File: src/rtl/blind_spot_multi.sv
// Two-sided blind-spot monitor: debounced per-side presence FSMs with post-clear hold,
// plus a shared blink generator that flashes a warning when turning toward an occupied side.
module blind_spot_multi #(
  parameter int ZONES      = 2,
  parameter int DEBOUNCE   = 3,
  parameter int HOLD       = 4,
  parameter int BLINK_HALF = 2
) (
  input  logic             CLK,
  input  logic             RST_N,
  input  logic             enable,
  input  logic [ZONES-1:0] right_side,
  input  logic [ZONES-1:0] left_side,
  input  logic             turn_right,
  input  logic             turn_left,
  output logic [1:0]       blind,
  output logic [1:0]       warn
);

  localparam int MAXC = (DEBOUNCE > HOLD) ? DEBOUNCE : HOLD;
  localparam int CW   = $clog2(MAXC + 1);
  localparam int BW   = (BLINK_HALF > 1) ? $clog2(BLINK_HALF) : 1;

  localparam logic [CW-1:0] DEB_LAST   = CW'(DEBOUNCE - 1);
  localparam logic [CW-1:0] HOLD_LAST  = (HOLD > 0) ? CW'(HOLD - 1) : '0;
  localparam logic [BW-1:0] BLINK_LAST = BW'(BLINK_HALF - 1);

  typedef enum logic [1:0] {
    ST_CLEAR   = 2'd0,
    ST_PENDING = 2'd1,
    ST_ACTIVE  = 2'd2,
    ST_HOLD    = 2'd3
  } state_e;

  // Index 0 is the right side, index 1 the left side, matching the output bit order.
  state_e          state_q [2];
  state_e          state_d [2];
  logic [CW-1:0]   cnt_q   [2];
  logic [CW-1:0]   cnt_d   [2];
  logic [BW-1:0]   bcnt_q, bcnt_d;
  logic            phase_q, phase_d;
  logic [1:0]      blind_q, blind_d;
  logic [1:0]      warn_q, warn_d;
  logic [1:0]      det;
  logic [1:0]      turn;
  logic [1:0]      cond;

  assign det  = {|left_side, |right_side};
  assign turn = {turn_left, turn_right};
  assign cond = blind_q & turn;

  // State register
  always_ff @(posedge CLK or negedge RST_N) begin
    if (!RST_N) begin
      for (int s = 0; s < 2; s++) begin
        state_q[s] <= ST_CLEAR;
        cnt_q[s]   <= '0;
      end
      bcnt_q  <= '0;
      phase_q <= 1'b1;
      blind_q <= 2'b00;
      warn_q  <= 2'b00;
    end else begin
      for (int s = 0; s < 2; s++) begin
        state_q[s] <= state_d[s];
        cnt_q[s]   <= cnt_d[s];
      end
      bcnt_q  <= bcnt_d;
      phase_q <= phase_d;
      blind_q <= blind_d;
      warn_q  <= warn_d;
    end
  end

  // Next-state logic for both per-side FSMs
  always_comb begin
    for (int s = 0; s < 2; s++) begin
      state_d[s] = state_q[s];
      cnt_d[s]   = cnt_q[s];
      if (!enable) begin
        state_d[s] = ST_CLEAR;
        cnt_d[s]   = '0;
      end else begin
        case (state_q[s])
          ST_CLEAR: begin
            if (det[s]) begin
              if (DEBOUNCE == 1) begin
                state_d[s] = ST_ACTIVE;
                cnt_d[s]   = '0;
              end else begin
                state_d[s] = ST_PENDING;
                cnt_d[s]   = CW'(1);
              end
            end
          end
          ST_PENDING: begin
            if (!det[s]) begin
              state_d[s] = ST_CLEAR;
              cnt_d[s]   = '0;
            end else if (cnt_q[s] == DEB_LAST) begin
              state_d[s] = ST_ACTIVE;
              cnt_d[s]   = '0;
            end else begin
              cnt_d[s] = cnt_q[s] + CW'(1);
            end
          end
          ST_ACTIVE: begin
            if (!det[s]) begin
              state_d[s] = (HOLD == 0) ? ST_CLEAR : ST_HOLD;
              cnt_d[s]   = '0;
            end
          end
          ST_HOLD: begin
            if (det[s]) begin
              state_d[s] = ST_ACTIVE;
              cnt_d[s]   = '0;
            end else if (cnt_q[s] == HOLD_LAST) begin
              state_d[s] = ST_CLEAR;
              cnt_d[s]   = '0;
            end else begin
              cnt_d[s] = cnt_q[s] + CW'(1);
            end
          end
          default: begin
            state_d[s] = ST_CLEAR;
            cnt_d[s]   = '0;
          end
        endcase
      end
    end
  end

  // Output logic: indicators from next state, shared blink phase, warnings
  always_comb begin
    blind_d = 2'b00;
    for (int s = 0; s < 2; s++) begin
      blind_d[s] = (state_d[s] == ST_ACTIVE) || (state_d[s] == ST_HOLD);
    end

    bcnt_d  = '0;
    phase_d = 1'b1;
    if (enable && (cond != 2'b00)) begin
      if (bcnt_q == BLINK_LAST) begin
        bcnt_d  = '0;
        phase_d = ~phase_q;
      end else begin
        bcnt_d  = bcnt_q + BW'(1);
        phase_d = phase_q;
      end
    end

    warn_d = enable ? (cond & {2{phase_q}}) : 2'b00;
  end

  assign blind = blind_q;
  assign warn  = warn_q;

endmodule

File: config.mk
export PLATFORM = sky130hd
export DESIGN_NAME = blind_spot_multi
export DESIGN_NICKNAME = d
export VERILOG_FILES = /design/src/rtl/blind_spot_multi.sv
export SDC_FILE = /design/constraint.sdc
export NUM_CORES = 1
export LEC_CHECK = 0
export BUFFER_PORTS_ARGS = -buffer_cell sky130_fd_sc_hd__clkbuf_2
export CORE_UTILIZATION = 55
export DETAILED_ROUTE_END_ITERATION = 10
export PLACE_DENSITY = 0.76
export SETUP_SLACK_MARGIN = 0.15
export SYNTH_ARGS = -nofsm -noshare
export SYNTH_HDL_FRONTEND = slang
export SYNTH_SLANG_ARGS = --single-unit
File: constraint.sdc
create_clock -name CLK -period 2.1 [get_ports CLK]
set_clock_uncertainty 0.05 [all_clocks]
set_input_delay 0 -clock CLK [delete_from_list [all_inputs] [get_ports CLK]]
set_output_delay 0 -clock CLK [all_outputs]
set_load 0.01 [all_outputs]
==> out/results.md, run 1 <==
| Group | Result | This run |
|---|---|---|
| status | Status | finished with violations |
| status | Violated checks | design-rule violations |
| grt | Largest net degree at the start of global routing | 17 |
| floorplanning | I/O pin cnt | 13 |
| clock tree | Number of hold-repair buffers added at the cts stage | 3 |
| worst hold path | Worst hold path depth | 3 |
| floorplanning | Standard cell core area | 1560 sq um |
| timing | Setup WS post-layout | 0.275 ns |
| timing | Worst-Margin Slew | 0.529 ns |
| worst setup path | Worst endpoint data arrival time | 1.96 ns |
| logic synthesis | Number of unique standard cell types used by synthesis | 37 |
| drt | Number of optimization iterations in the first detailed-route pass | 7 |
| clock tree | Clock latency on the worst-skew pair | 0.27 ns |
| grt | Number of antenna violations at the first check in global routing | 0 |
| finish | Inserted Diodes | 0 |
| place | PortBufs | 12 |
| logic synthesis | FF+latch count, synth | 16 |
| worst setup path | Critical path data required time | 2.24 ns |
| finish | Layout-stage area growth over the synthesis result | 14.0% |
| drt | DRT met1 WL | 826 um |
| drt | Met2 wirelength from detailed routing | 780 um |
| drt | Wire length per cell after detailed routing | 12.7 um |
| finish | Area of combinational cells with multiple inputs | 503 sq um |
| clock tree | Clock tree from TritonCTS | done |
| floorplanning | Cell Rows | 14 |
| logic synthesis | Mapped Avg Cell Area | 9.68 sq um |
| floorplanning | Width of the chip | 43.5 um |
| finish | Net total in the final layout | 132 |
| pwr | Cell Pwr Density | 595 nW/um^2 |
| logic synthesis | Count of flip-flops with a built-in enable after synthesis | 0 |
| grt | First-pass GRT wire length | 2.94 mm |
| clock tree | Number of gates resized after CTS | 0 |
| drt | Count of antenna-violating nets left after detailed routing | 0 |
| floorplanning | Die boundary height | 43.5 um |
| grt | Total global routing track utilization | 0.204 |
| drt | Total vias in the final route | 738 |
| clock tree | Total clock buffers created by CTS | 3 |
| worst hold path | Kind of path behind the tightest hold check | in -> reg |
| logic synthesis | Post-Synthesis Cells | 98 |
| timing | Slew Limit Fails | 0 |
| drt | Met3 wirelength from detailed routing | 37 um |
| drt | # DRC | 2 |
| place | Global placer's final weighted congestion | 0.826 |
| flow run | Number of violations of the max-capacitance limit | 0 |
| timing | Worst slew margin | 0.644 |
| finish | Highest-count cells in the layout ignoring fill and taps | dfrtp_1 (15), clkbuf_2 (12), nand2_1 (9) |
| logic synthesis | Fraction of registers with async set/reset | 1.00 |
| logic synthesis | Synth warn | 0 |
| timing | Portion of the clock cycle consumed by the worst path in the final layout | 0.869 |
| worst setup path | Kind of capture point of the worst setup path | register |
| drt | Number of vias per cell after detailed routing | 5.68 |
| logic synthesis | Net count of the mapped netlist | 115 |
| pwr | Worst vdd rail ir drop | 0.000539 V |
| timing | Final setup violation count | 0 |
| timing | Final setup TNS | 0 ns |
| clock tree | Bufs on Longest Clock Path | 2 |
| clock tree | CTS H-tree lvls | 1 |
| logic synthesis | Post-synthesis sequential area ratio | 0.423 |
| worst setup path | Worst R2R Path Depth | 5 |
| worst setup path | Worst setup path class | reg -> reg |
| grt | Overflow after GRT | 0 |
| clock tree | Clock slew at reported path FFs | 0.09 ns |
| timing | Clock period minus worst slack | 1.83 ns |
| place | Post-place setup slack | 0.286 ns |
| clock tree | Total setup buffers inserted after CTS | 0 |
| clock tree | Root Buffer Master | clkbuf_4 |
| timing | Endpoints failing hold | 0 |
| floorplanning | Initial Util | 0.608 |
| floorplanning | Die area | 1890 sq um |
| pwr | Pleak | 0.000510 uW |
| grt | Via count of the first global-routing pass | 693 |
| finish | Number of fill cells | 123 |
| drt | First-iteration detailed-routing DRC count | 18 |
| clock tree | Number of sinks handled by clock tree synthesis | 16 |
| worst setup path | Element type at the critical path start | register |
| timing | Maximum operating frequency | 0.548 GHz |
| finish | FF+latch area | 402 sq um |
| logic synthesis | Top_reg_cell synth | dfrtp_1 |
| finish | Most common cell after layout, fill and taps aside | dfrtp_1 |
| finish | Layout cell share with drive strength beyond 1 | 0.202 |
| drt | Highest metal layer with signal wires | met4 |
| timing | Unrepaired setup endpoints after global routing | no |
| worst setup path | R2R Setup Slk | 0.27 ns |
| worst setup path | Max Fanout on Critical Path | 4 |
| place | HPWL after detailed placement | 1.24 mm |
| drt | Final Routed Wirelength | 1.66 mm |
| logic synthesis | Cell area after synthesis | 948 sq um |
==> power by group <==
group / internal (uW) / switching (uW)
Combinational: 46.3 / 53.5
Sequential: 324 / 21.9
Clock: 105 / 91.7
==> per-stage QoR <==
step | cells | util | hold WS (ns) | instance area, sq um | total power [uW]
2_1_floorplan | 98 | - | -0.346 | 948 | 413
3_3_place_gp | 123 | 0.651 | -0.113 | 1010 | 444
3_5_place_dp | 123 | 0.651 | -0.105 | 1010 | 448
4_1_cts | 130 | 0.693 | 0.00157 | 1080 | 649
5_1_grt | 130 | 0.693 | 0.0216 | 1080 | 676
6_report | 130 | 0.693 | 0.0138 | 1080 | 643
==> kinds of logic after synthesis <==
group | after synthesis | synth area share
fa+ha+maj | 8 | 0.106
xor+xnor | 2 | 0.0185
flops | 16 | 0.423
mux | 1 | 0.0106
buf+inv | 11 | 0.0462
simple gates | 37 | 0.207
compound gates | 23 | 0.189
==> metal layers <==
metal	global-route usage	vias up
met3	0.0250	2
li1	-	379
met2	0.345	10
met4	0.0563	0
met5	0	-
met1	0.278	347
==> cells in the mapped netlist (all sizes together) (2+ instances only) <==
library cell / number / area share
o21ai: 2 / 0.011
nor2b: 3 / 0.020
nand2: 10 / 0.042
o31ai: 2 / 0.016
nor2: 9 / 0.044
o22ai: 2 / 0.013
nand3: 2 / 0.011
xnor2: 2 / 0.018
buf: 2 / 0.011
nor3: 5 / 0.026
a21boi: 4 / 0.032
a31oi: 2 / 0.013
dfrtp: 15 / 0.40
o21a: 3 / 0.024
inv: 8 / 0.032
ha: 8 / 0.11
==> worst max-delay path, cell delays in order (launching register included) <==
cell and delay (ns):
dfrtp_1 0.41, ha_1 0.22, ha_1 0.19, or4_1 0.50, a21boi_0 0.16, o32ai_2 0.21
==> worst paths after layout <==
check	end	from
max	cnt_q[4]	cnt_q[3]
min reg2reg	bcnt_q	bcnt_q
max reg2reg	cnt_q[4]	cnt_q[3]
min in group asynchronous	cnt_q[3]	RST_N
max in group asynchronous	phase_q	RST_N
min	state_q[2]	right_side[0]
==> sequential cells by signal, summed over array words and instances, names as in the netlist <==
signal,flops
warn,2
state_q,4
phase_q,1
bcnt_q,1
blind,2
cnt_q,6
==> final cells by class <==
cell class / count / area share
well taps: 16 / 0.0185
repair buffers: 15 / 0.0833
flip-flops and latches: 16 / 0.372
multi-input cells: 71 / 0.465
inverters: 8 / 0.0278
clock buffers: 4 / 0.0336
Power figures use the tool's default switching activity.
==> run 2, diff against run 1 <==
Settings changed: BUFFER_PORTS_ARGS -buffer_cell sky130_fd_sc_hd__clkbuf_2 to default, CORE_UTILIZATION 55 to 60, DONT_BUFFER_PORTS from default to 1, PLACE_DENSITY 0.76 to 0.75.
==> run 2 against run 1 <==
Effect of this change:
- the flow now finishes without violations
- first-iteration DRC count fell by 28%
- sequential share of layout area decreased by 1.2 points
- cell area increased by 3.4%
- die area fell by 8.0%
- worst hold slack worse by 0.0018 ns
- final cell count decreased by 2.3%
- combinational power up 5%
- setup slack got worse by 0.027 ns
- critical path type unchanged
==> out/results.md, run 2 (synthesized netlist as in run 1, its figures left out) <==
| Group | Result | This run | vs previous |
|---|---|---|---|
| status | Status | finished, final reports clean | was finished with violations |
| timing | Portion of the clock cycle consumed by the worst path in the final layout | 0.882 | was 0.869 |
| drt | Wire length per cell after detailed routing | 14.5 um | was 12.7 um |
| place | HPWL after detailed placement | 1.13 mm | was 1.24 mm |
| pwr | Portion of total power attributed to the clock network | 0.305 | was 0.306 |
| clock tree | Root Buffer Master | clkbuf_4 | unchanged |
| floorplanning | Width of the chip | 41.8 um | was 43.5 um |
| timing | Final setup TNS | 0 ns | unchanged |
| place | Number of cells after detailed placement | 110 | was 123 |
| floorplanning | Die boundary height | 41.8 um | was 43.5 um |
| drt | # DRC | 0 | was 2 |
| clock tree | Number of gates resized after CTS | 0 | unchanged |
| timing | Endpoints failing hold | 0 | unchanged |
| worst setup path | Element type at the critical path start | register | unchanged |
| finish | Max reg flops | 6 | unchanged |
| pwr | Switching part of the total | 0.260 | about the same |
| drt | Total vias in the final route | 773 | was 738 |
| timing | Final setup violation count | 0 | unchanged |
| worst setup path | Largest incremental delay on the critical path | 0.50 ns | about the same |
| grt | First-pass GRT wire length | 3.25 mm | was 2.94 mm |
| pwr | Switching component of the power | 170 uW | was 167 uW |
| timing | Maximum operating frequency | 0.540 GHz | was 0.548 GHz |
| timing | Worst-Margin Slew | 0.665 ns | was 0.529 ns |
| drt | Number of vias per cell after detailed routing | 6.09 | was 5.68 |
| place | PortBufs | 0 | was 12 |
| clock tree | Bufs on Longest Clock Path | 2 | unchanged |
| grt | Global Route met1 Usage | 0.345 | was 0.278 |
| finish | Register ranked first by flip-flop count | cnt_q | unchanged |
| timing | Setup WS post-layout | 0.248 ns | was 0.275 ns |
| clock tree | Total clock buffers created by CTS | 3 | unchanged |
| worst setup path | Critical path data required time | 2.25 ns | was 2.24 ns |
| drt | Number of optimization iterations in the first detailed-route pass | 4 | was 7 |
| worst hold path | Worst hold path depth | 3 | unchanged |
| grt | Largest net degree at the start of global routing | 17 | unchanged |
| grt | Met3 layer usage reported by global route | 0.0391 | was 0.0250 |
| pwr | Worst vdd rail ir drop | 0.000386 V | was 0.000539 V |
| finish | Layout Cells excl Fill | 127 | was 130 |
| drt | Count of antenna-violating nets left after detailed routing | 0 | unchanged |
| worst setup path | Buffers and inverters on the worst path | 0 | unchanged |
| finish | Layout-stage area growth over the synthesis result | 17.8% | was 14.0% |
| pwr | Internal power of the cells | 483 uW | was 476 uW |
| pwr | Sequential share of power | 0.534 | was 0.539 |
| finish | FF+latch area | 402 sq um | unchanged |
| floorplanning | I/O pin cnt | 13 | unchanged |
| clock tree | Clock slew at reported path FFs | 0.09 ns | about the same |
| grt | Via count of the first global-routing pass | 729 | was 693 |
| worst setup path | Critical-path cell with the highest stage delay | or4_1 | unchanged |
| pwr | Logic gate share of total power | 0.160 | was 0.155 |
| worst setup path | List of cells traversed by the critical path | ha_1, ha_1, or4_1, a21boi_0, o32ai_2 | unchanged |
| timing | Min Hold Slack | 0.0120 ns | was 0.0138 ns |
| pwr | Cell Pwr Density | 584 nW/um^2 | was 595 nW/um^2 |
| worst setup path | Max Fanout on Critical Path | 3 | was 4 |
| finish | Largest registers | cnt_q x6, state_q x4 | unchanged |
| finish | Area of combinational cells with multiple inputs | 503 sq um | unchanged |
| place | Post-place setup slack | 0.261 ns | was 0.286 ns |
| worst setup path | Kind of cell adding the most delay to the critical path | simple AND/OR/NAND/NOR gates | unchanged |
| worst hold path | Kind of path behind the tightest hold check | in -> reg | unchanged |
| grt | Total global routing track utilization | 0.244 | was 0.204 |
| clock tree | Clock tree from TritonCTS | done | unchanged |
| floorplanning | Cell Rows | 13 | was 14 |
| floorplanning | Die area | 1740 sq um | was 1890 sq um |
| worst setup path | Most used cell, CP | ha_1 | unchanged |
| timing | Clock period minus worst slack | 1.85 ns | was 1.83 ns |
| clock tree | Number of sinks handled by clock tree synthesis | 16 | unchanged |
| worst setup path | Worst R2R Path Depth | 5 | unchanged |
| grt | Gr busiest metal | met2 | unchanged |
| drt | Final Routed Wirelength | 1.84 mm | was 1.66 mm |
| pwr | Sum of internal, switching and leakage power | 652 uW | was 643 uW |
| grt | Number of antenna violations at the first check in global routing | 0 | unchanged |
| worst setup path | Worst endpoint data arrival time | 2.00 ns | was 1.96 ns |
| finish | Number of fill cells | 87 | was 123 |
| pwr | Pleak | 0.000503 uW | was 0.000510 uW |
| worst setup path | Worst setup path class | reg -> reg | unchanged |
| finish | Inserted Diodes | 0 | unchanged |
| grt | Met2 track demand over resource | 0.372 | was 0.345 |
| finish | Highest-count cells in the layout ignoring fill and taps | dfrtp_1 (15), dlygate4sd3_1 (12), nand2_1 (9) | was dfrtp_1 (15), clkbuf_2 (12), nand2_1 (9) |
| timing | Worst slew margin | 0.555 | was 0.644 |
| worst setup path | Logic depth of the worst setup path including buffers | 5 | unchanged |
| finish | Most common cell after layout, fill and taps aside | dfrtp_1 | unchanged |
| worst setup path | Kind of capture point of the worst setup path | register | unchanged |
| clock tree | CTS H-tree lvls | 1 | unchanged |
| grt | Overflow after GRT | 0 | unchanged |
| timing | Slew Limit Fails | 0 | unchanged |
| finish | Layout cell share with drive strength beyond 1 | 0.107 | was 0.202 |
| clock tree | Clock latency on the worst-skew pair | 0.28 ns | was 0.27 ns |
| finish | Net total in the final layout | 130 | was 132 |
| place | Global placer's final weighted congestion | 0.845 | was 0.826 |
| floorplanning | Initial Util | 0.686 | was 0.608 |
| timing | Unrepaired setup endpoints after global routing | no | unchanged |
| floorplanning | Standard cell core area | 1380 sq um | was 1560 sq um |
| drt | First-iteration detailed-routing DRC count | 13 | was 18 |
| flow run | Number of violations of the max-capacitance limit | 0 | unchanged |
[run 2: tightest hold or removal path, cell delays in order]
cell and delay (ns):
or4_1 0.11, o22a_2 0.13, a31oi_1 0.07
[run 2: final timing paths]
| kind | start | slack, ns | endpoint |
|---|---|---|---|
| max | cnt_q[3] | 0.25 | cnt_q[4] |
| min in group asynchronous | RST_N | 0.13 | state_q[2] |
| max reg2reg | cnt_q[3] | 0.25 | cnt_q[4] |
| min | right_side[0] | 0.01 | cnt_q[3] |
| min reg2reg | bcnt_q | 0.41 | bcnt_q |
| max in group asynchronous | RST_N | 1.45 | cnt_q[1] |
[run 2: power by group through the flow]
stage / sequential, uW / clock (uW) / combinational (uW)
final: 349 / 199 / 105
after global routing: 352 / 220 / 119
after CTS: 348 / 206 / 99.9
after detailed placement: 354 / 0 / 71.2
after global placement: 353 / 0 / 68.8
after floorplan: 344 / 0 / 68.8
[run 2: repair_timing]
| item | CTS | global route |
|---|---|---|
| buffers inserted | 0 | 1 |
| setup endpoints to repair | 0 | 1 |
| hold endpoints to repair | 32 | 0 |
| hold buffers | 12 | 0 |
[run 2: layer usage]
layer / vias up / wire length, um
met3: 4 / 43
met5: - / 0
met4: 0 / 31
met2: 14 / 850
met1: 378 / 913
li1: 377 / -
[run 2: area by class of cell]
cell class	instances	area share
Multi-Input combinational cell	71	0.450
Sequential cell	16	0.359
Timing Repair Buffer	13	0.114
Clock buffer	4	0.0325
Inverter	8	0.0269
Tap cell	15	0.0168
[run 2: through the flow]
step,area (sq um),util
final,1120,0.808
after global routing,1120,0.808
after CTS,1110,0.803
after detailed placement,953,0.690
after global placement,953,0.690
after floorplan,948,-
